### src/rtl/branch_resolve_unit.sv
`default_nettype none
// ============================================================================
// Module   : branch_resolve_unit
// Purpose  : Branch/jump resolution stage. Registers a decoded control-flow
//            op, forms its target, evaluates the condition, issues a
//            one-cycle PC redirect to fetch and squashes the wrong-path
//            slots that follow it. Also counts issued redirects.
// Revision : 1.0  initial release
// ============================================================================
module branch_resolve_unit #(
    parameter int FLUSH_DEPTH = 2,
    parameter int CNT_W       = 16
) (
    input  logic             clk,
    input  logic             rst_n,
    input  logic             in_valid,
    input  logic             stall,
    input  logic [2:0]       op,
    input  logic [31:0]      pc_plus4,
    input  logic [31:0]      br_offset_sl2,
    input  logic [25:0]      jump_index,
    input  logic [31:0]      rs_val,
    input  logic [31:0]      rt_val,
    output logic             redirect,
    output logic [31:0]      redirect_pc,
    output logic             flush,
    output logic [CNT_W-1:0] taken_cnt
);

    // Op encodings
    localparam logic [2:0] c_OP_NONE = 3'b000;
    localparam logic [2:0] c_OP_BEQ  = 3'b001;
    localparam logic [2:0] c_OP_BNE  = 3'b010;
    localparam logic [2:0] c_OP_BLEZ = 3'b011;
    localparam logic [2:0] c_OP_BGTZ = 3'b100;
    localparam logic [2:0] c_OP_J    = 3'b101;

    // Squash FSM encoding
    localparam logic [0:0] c_IDLE   = 1'b0;
    localparam logic [0:0] c_SQUASH = 1'b1;

    // Squash counter sizing; a depth of 1 only drops the redirect-edge slot,
    // which the S1 load gating already handles, so the FSM never leaves IDLE.
    localparam int                 c_CNT_BITS   = $clog2(FLUSH_DEPTH) + 1;
    localparam logic [c_CNT_BITS-1:0] c_CNT_INIT = c_CNT_BITS'(FLUSH_DEPTH - 1);
    localparam logic [c_CNT_BITS-1:0] c_CNT_ONE  = c_CNT_BITS'(1);
    localparam logic               c_USE_SQUASH = (FLUSH_DEPTH > 1);
    localparam logic [CNT_W-1:0]   c_TAKEN_INC  = CNT_W'(1);

    // S1 pipeline register contents
    logic        r_s1_valid;
    logic [2:0]  r_s1_op;
    logic [31:0] r_s1_pc_plus4;
    logic [31:0] r_s1_off;
    logic [25:0] r_s1_jidx;
    logic [31:0] r_s1_rs;
    logic [31:0] r_s1_rt;

    // Squash FSM
    logic [0:0]            r_state;
    logic [c_CNT_BITS-1:0] r_sq_cnt;
    logic [0:0]            w_state_nxt;
    logic [c_CNT_BITS-1:0] w_sq_cnt_nxt;

    // Resolution datapath
    logic [31:0] w_br_tgt;
    logic [31:0] w_j_tgt;
    logic [31:0] w_tgt;
    logic        w_cond;
    logic        w_taken_now;
    logic        w_squash_in;

    // Capture the incoming op into S1 unless held by a hazard stall
    always_ff @(posedge clk or negedge rst_n) begin
        if (!rst_n) begin
            r_s1_valid    <= 1'b0;
            r_s1_op       <= c_OP_NONE;
            r_s1_pc_plus4 <= 32'd0;
            r_s1_off      <= 32'd0;
            r_s1_jidx     <= 26'd0;
            r_s1_rs       <= 32'd0;
            r_s1_rt       <= 32'd0;
        end else if (!stall) begin
            r_s1_valid    <= in_valid & ~w_squash_in;
            r_s1_op       <= op;
            r_s1_pc_plus4 <= pc_plus4;
            r_s1_off      <= br_offset_sl2;
            r_s1_jidx     <= jump_index;
            r_s1_rs       <= rs_val;
            r_s1_rt       <= rt_val;
        end
    end

    // Target formation: PC-relative branch (modulo 2^32) and region jump
    assign w_br_tgt = r_s1_pc_plus4 + r_s1_off;
    assign w_j_tgt  = {r_s1_pc_plus4[31:28], r_s1_jidx, 2'b00};
    assign w_tgt    = (r_s1_op == c_OP_J) ? w_j_tgt : w_br_tgt;

    // Condition evaluation; NONE and reserved encodings are never taken
    always_comb begin
        w_cond = 1'b0;
        case (r_s1_op)
            c_OP_NONE: w_cond = 1'b0;
            c_OP_BEQ:  w_cond = (r_s1_rs == r_s1_rt);
            c_OP_BNE:  w_cond = (r_s1_rs != r_s1_rt);
            c_OP_BLEZ: w_cond = r_s1_rs[31] | (r_s1_rs == 32'd0);
            c_OP_BGTZ: w_cond = ~r_s1_rs[31] & (r_s1_rs != 32'd0);
            c_OP_J:    w_cond = 1'b1;
            default:   w_cond = 1'b0;
        endcase
    end

    // A stalled S1 must not resolve, otherwise the held op would fire twice
    assign w_taken_now = r_s1_valid & w_cond & ~stall;
    assign w_squash_in = w_taken_now | (r_state == c_SQUASH);

    // Redirect pulse, target and taken counter
    always_ff @(posedge clk or negedge rst_n) begin
        if (!rst_n) begin
            redirect    <= 1'b0;
            redirect_pc <= 32'd0;
            taken_cnt   <= '0;
        end else begin
            redirect <= w_taken_now;
            if (w_taken_now) begin
                redirect_pc <= w_tgt;
                taken_cnt   <= taken_cnt + c_TAKEN_INC;
            end
        end
    end

    // Squash FSM next-state: count remaining wrong-path slots after a redirect
    always_comb begin
        w_state_nxt  = r_state;
        w_sq_cnt_nxt = r_sq_cnt;
        case (r_state)
            c_IDLE: begin
                if (w_taken_now && c_USE_SQUASH) begin
                    w_state_nxt  = c_SQUASH;
                    w_sq_cnt_nxt = c_CNT_INIT;
                end
            end
            c_SQUASH: begin
                if (!stall) begin
                    if (r_sq_cnt == c_CNT_ONE) begin
                        w_state_nxt  = c_IDLE;
                        w_sq_cnt_nxt = '0;
                    end else begin
                        w_sq_cnt_nxt = r_sq_cnt - c_CNT_ONE;
                    end
                end
            end
            default: begin
                w_state_nxt  = c_IDLE;
                w_sq_cnt_nxt = '0;
            end
        endcase
    end

    // Squash FSM state, counter and registered flush indication
    always_ff @(posedge clk or negedge rst_n) begin
        if (!rst_n) begin
            r_state  <= c_IDLE;
            r_sq_cnt <= '0;
            flush    <= 1'b0;
        end else begin
            r_state  <= w_state_nxt;
            r_sq_cnt <= w_sq_cnt_nxt;
            flush    <= (w_state_nxt == c_SQUASH);
        end
    end

endmodule
`default_nettype wire

### config.mk
export PLATFORM = sky130hd
export DESIGN_NAME = branch_resolve_unit
export DESIGN_NICKNAME = d
export VERILOG_FILES = /design/src/rtl/branch_resolve_unit.sv
export SDC_FILE = /design/constraint.sdc
export NUM_CORES = 1
export LEC_CHECK = 0
export ABC_AREA = 0
export CAP_MARGIN = 20
export CORE_ASPECT_RATIO = 1.5
export CORE_UTILIZATION = 40
export CTS_BUF_LIST = sky130_fd_sc_hd__clkbuf_4 sky130_fd_sc_hd__clkbuf_8
export CTS_CLUSTER_DIAMETER = 200
export DETAILED_ROUTE_END_ITERATION = 8
export SKIP_LAST_GASP = 1
export SYNTH_ARGS = -nofsm -noshare
export SYNTH_HDL_FRONTEND = slang
export SYNTH_SLANG_ARGS = --single-unit
### constraint.sdc
create_clock -name clk -period 6 [get_ports clk]
set_input_delay 1.2 -clock clk [delete_from_list [all_inputs] [get_ports clk]]
set_output_delay 1.2 -clock clk [all_outputs]
set_load 0.05 [all_outputs]
-- Word level (Yosys, flattened, before mapping)
Index checks and enable logic that the tools add are counted.
- bitwise logic cells: 10
- reductions and logical operators: 3
- eq/ne operators: 10
- add/subtract/negate cells: 3
- multiplexer cells: 10
- operators by type and width (cell ; count):
    32-bit adder ; 1
    32-bit equality test ; 1
    32-bit logical NOT ; 1
    32-bit two-way mux ; 1
    32-bit != test ; 1
    32-bit nonzero test ; 1
    16-bit by 1-bit adder with 16-bit output (second input constant) ; 1
    3-bit by 2-bit equality test with 1-bit output (second input constant) ; 2
    3-bit equality test (second input constant) ; 2
    2-bit two-way mux ; 3
    1-bit one-hot mux with 5 select lines ; 1
    1-bit AND ; 4
    2-bit != test (second input constant) ; 2
    1-bit inverter ; 4
    2-bit one-hot mux with 2 select lines ; 1
    3-bit by 1-bit equality test with 1-bit output (second input constant) ; 1
    1-bit two-way mux ; 3
    2-bit by 1-bit equality test with 1-bit output (second input constant) ; 1
    1-bit bitwise OR ; 2
    1-bit one-hot mux with 2 select lines ; 1
    2-bit AND reduction ; 1
    2-bit by 1-bit subtractor with 2-bit output (second input constant) ; 1
- bits of input ports: 161
- register bits: 210
- logic and storage cells: 48
- output and inout port bits: 50

-- Depth between registers and ports, before layout
- word-level depth: 8
- mapped depth: 12
- mapped depth without buffers: 12

-- Worst setup path after synthesis
No wires, ideal clock.
- path type: input-to-reg
- start: input port stall
- end: register r_s1_jidx[0]
- data arrival time: 2435 ps
- stages on the path: 4
- buffers on the path: 3
- data required time: 5875 ps
- slack: 3440 ps
- library setup time: 125 ps
- path through: clkbuf_1 > clkbuf_1 > clkbuf_1 > mux2_2
- RTL lines (element ; RTL line ; RTL):
    from (decl) ; 17 ; input logic stall,
    to (signal assigned) ; 88 ; r_s1_jidx <= jump_index;
    to (decl) ; 55 ; logic [25:0] r_s1_jidx;
No word-level cell between the ends.

-- Worst setup path in the final report
- start: register r_s1_rs[17]
- end: register redirect_pc[8]
- word-level cells in the longest chain between the ends: 5
- elaborated cells on any way between the ends: 9
- those cells by class: eq/ne (2); mux (1); bitwise (4); reduce/logical (2)
- RTL lines (element ; RTL line ; RTL):
    from (decl) ; 56 ; logic [31:0] r_s1_rs;
    from (signal assigned) ; 89 ; r_s1_rs <= rs_val;
    32-bit nonzero test or 32-bit logical NOT (tied branches) ; 107, 106 ;
    1-bit AND or 1-bit bitwise OR (tied branches) ; 107, 106 ;
    1-bit one-hot mux with 5 select lines (*) ; 102 ; case (r_s1_op)
    1-bit AND (*) (2 in a row) ; 114 ; assign w_taken_now = r_s1_valid & w_cond & ~stall;
    to (signal assigned) ; 126 ; redirect_pc <= w_tgt;
    to (decl) ; 25 ; output logic [31:0] redirect_pc,
Every way passes the cells marked *; elsewhere a longest branch is shown, timed or not.
A chain may end at the register's enable or synchronous reset.

==> metrics <==
share of cells above drive strength 1=0.219; CP required=around 6.4 ns; final hold slack=between 0.4 and 0.5 ns; TritonRoute pass-1 iters=4; starting density of the core=0.406; clock skew=roughly 0.013 ns; slack of the critical path=2.74 ns; crit path DAT=3.65 ns; top cell type's share of synthesized area=0.516; R2R Path Start=r_s1_rs[17]; row count=71; Max Cap Viol=0; family with the most delay on the worst path=compound AO/OA/AOI/OAI gates; Main synth FF type=dfrtp_1; Post-synth EDFFs=0; Worst Setup Start Kind=register; Cells after Synth=~850; core area=approximately 25000 um^2; headroom to the max-slew limit=0.274; die width=roughly 130 um; grt total ovfl=0; fin nets=around 1300; fmax=307 MHz; vias in the first global route=approximately 7500; clock root buffer=clkbuf_8; Bufs and invs on worst path=1; Synth Cell Area=10200 um^2; syn_area_per_cell=roughly 12 um^2; endpoints failing setup=0; commonest non-fill, non-tap cell in the layout=dfrtp_1; first-pass GRT wire length=39.1 mm; Max Slew Vio Count=0; period utilization=0.543; largest cells by area after synthesis=dfrtp_1 52%, mux2_2 18%, xnor2_1 5.2%, ha_1 4.1%, a21oi_1 2.2%; clock sinks=210; hold depth=1; initial antenna violation count=1; leakage=0.00552 uW; ys async rst share=1.00; GPL Wtd Cong=approximately 0.83; IO buf count=210; routed via count=just over 7000; Fin. Hold Viols=0; post-synth net total=between 1000 and 1500; Num CTS Buffers=36; Max IR drop VDD=around 0.21 mV; Critical Path Max Stage Delay=slightly below 0.9 ns; Synth area leader=dfrtp_1; die height=a little under 200 um; CTS tree=yes; post-DR vias/cell=about 5; Power Dens Cells=approximately 360 nW/um^2; slowest CP cell=a311oi_4; R2R depth=8; R2R Setup Slk=between 2 and 3 ns; Hold/Removal Path Class=register to register; Setup WS pre-CTS=approximately 2.6 ns; worst-path fanout max=54; ANT nets after route=0; minimum clock period=3.26 ns; Starting DRT DRC Count=approximately 270; number of synthesized register bits=210; worst skew pair latency=0.52 ns; outcome=completed; clk buf depth=3; CTS Hold Buffers Added=0; depth of the CTS H-tree=2; capturing point of the worst reg2reg path=redirect_pc[8]; Post-CTS Setup Repair Bufs=0; gr usage total=0.192; Worst Hold End=taken_cnt[15]; DR WL/cell=about 17 um; Hold Path Origin=taken_cnt[15]; sequential share of the synthesized area=0.516; clk slew on worst S/H paths=around 0.05 ns; crit-path cells=nor4_1 -> nand4_1 -> o21bai_1 -> nand4_1 -> o31a_1 -> a311oi_4 -> buf_12 -> mux2_2; DPL Wire Length=roughly 18 mm; DRC Markers=0; most frequent cells in the layout=210 x dfrtp_1, 208 x clkdlybuf4s50_1, 162 x mux2_2, 61 x xnor2_1, 54 x nand2_1; Slew @ Worst Pin=between 1 and 1.5 ns; Crit. End Element=register; # resized after CTS=0; RSZ-0062 raised after global routing=no; Crit Path Category=register to register; Total Die Area=26100 um^2; area grow syn2layout=30.6%; largest net degree at the start of global routing=approximately 130; Yosys cell types=52; # IOs=211; Final Total Pwr=roughly 4700 uW; WL final=between 20 and 25 mm; Yosys warning count=0; Top cell by count, worst path=nand4_1; Setup TNS=0 ns
==> worst register-to-register path: stages (launching register included) <==
cell and delay, ns:
dfrtp_1 0.42, nor4_1 0.41, nand4_1 0.19, o21bai_1 0.26
nand4_1 0.12, o31a_1 0.14, a311oi_4 0.89, buf_12 0.32
mux2_2 0.40
==> synth_stat cells (all sizes together), types with 2 or more instances <==
cell,instances
a2111oi,4
a211oi,5
a21boi,4
a21o,21
a21oi,45
a311oi,2
a31oi,21
and2,3
and3,7
and4,2
buf,10
clkbuf,31
dfrtp,210
ha,33
inv,11
mux2,162
mux2i,2
nand2,54
nand2b,2
nand3,10
nand4,21
nor2,43
nor2b,8
nor3,5
nor4,10
o211ai,5
o21a,4
o21ai,26
o21bai,4
o31a,3
o31ai,3
or3,4
xnor2,61
xor2,10
==> logic make-up after synthesis <==
family / after synthesis / share of synthesized area
muxes: 164 / 0.181
and+or+nand+nor: 171 / 0.0811
adders and majority gates: 34 / 0.0425
buffers and inverters: 52 / 0.0213
xor gates and xnor gates: 71 / 0.0611
AOI/OAI and AO/OA: 152 / 0.0967
DFF: 210 / 0.516
==> final cells by class <==
type / count / area, um^2
Sequential cell: 210 / 5260
Fill cell: 2276 / 11800
Inverter: 11 / 41.3
Antenna cell: 1 / 2.50
Clock buffer: 57 / 697
Tap cell: 328 / 410
Timing Repair Buffer: 214 / 2150
Clock inverter: 3 / 18.8
Multi-Input combinational cell: 592 / 4720
==> worst max-delay path by stage <==
stage / start / end / slack (ns) / depth (start not counted)
2_1_floorplan: stall / r_s1_jidx[0] / 3.44 / 4
3_3_place_gp: stall / r_sq_cnt[0] / 2.61 / 5
3_5_place_dp: stall / r_sq_cnt[0] / 2.58 / 5
4_1_cts: r_s1_rs[17] / redirect_pc[8] / 2.72 / 8
5_1_grt: r_s1_rs[17] / redirect_pc[8] / 2.46 / 8
6_report: r_s1_rs[17] / redirect_pc[8] / 2.74 / 8
==> per-stage QoR <==
step,instances,cell area (um^2),utilization
after floorplan,854,10200,-
after global placement,1355,12600,0.502
after detailed placement,1355,12600,0.502
after CTS,1415,13300,0.531
after global routing,1416,13300,0.531
final,1416,13300,0.531
==> sequential cells by signal, indices dropped and copies added (netlist names) <==
name	cells
taken_cnt	16
r_s1_valid	1
r_s1_rt	32
r_s1_jidx	26
r_s1_off	32
r_s1_pc_plus4	32
r_s1_op	3
redirect_pc	32
r_s1_rs	32
r_state	1
redirect	1
r_sq_cnt	2
==> power breakdown <==
group	leakage, uW	total [uW]	internal [uW]	switching (uW)
clock network	0.000386	1290	732	558
logic	0.00265	1630	685	947
registers	0.00248	1830	1660	170
==> per-layer routing <==
metal  vias to the layer above  GRT usage  share of wire
li1                       3490          -              -
met1                      3460      0.217           0.39
met2                       196      0.348           0.52
met3                        45     0.0470          0.059
met4                         0     0.0758          0.029
met5                         -          0              0
Note: power is estimated with default switching activity, not from simulation.
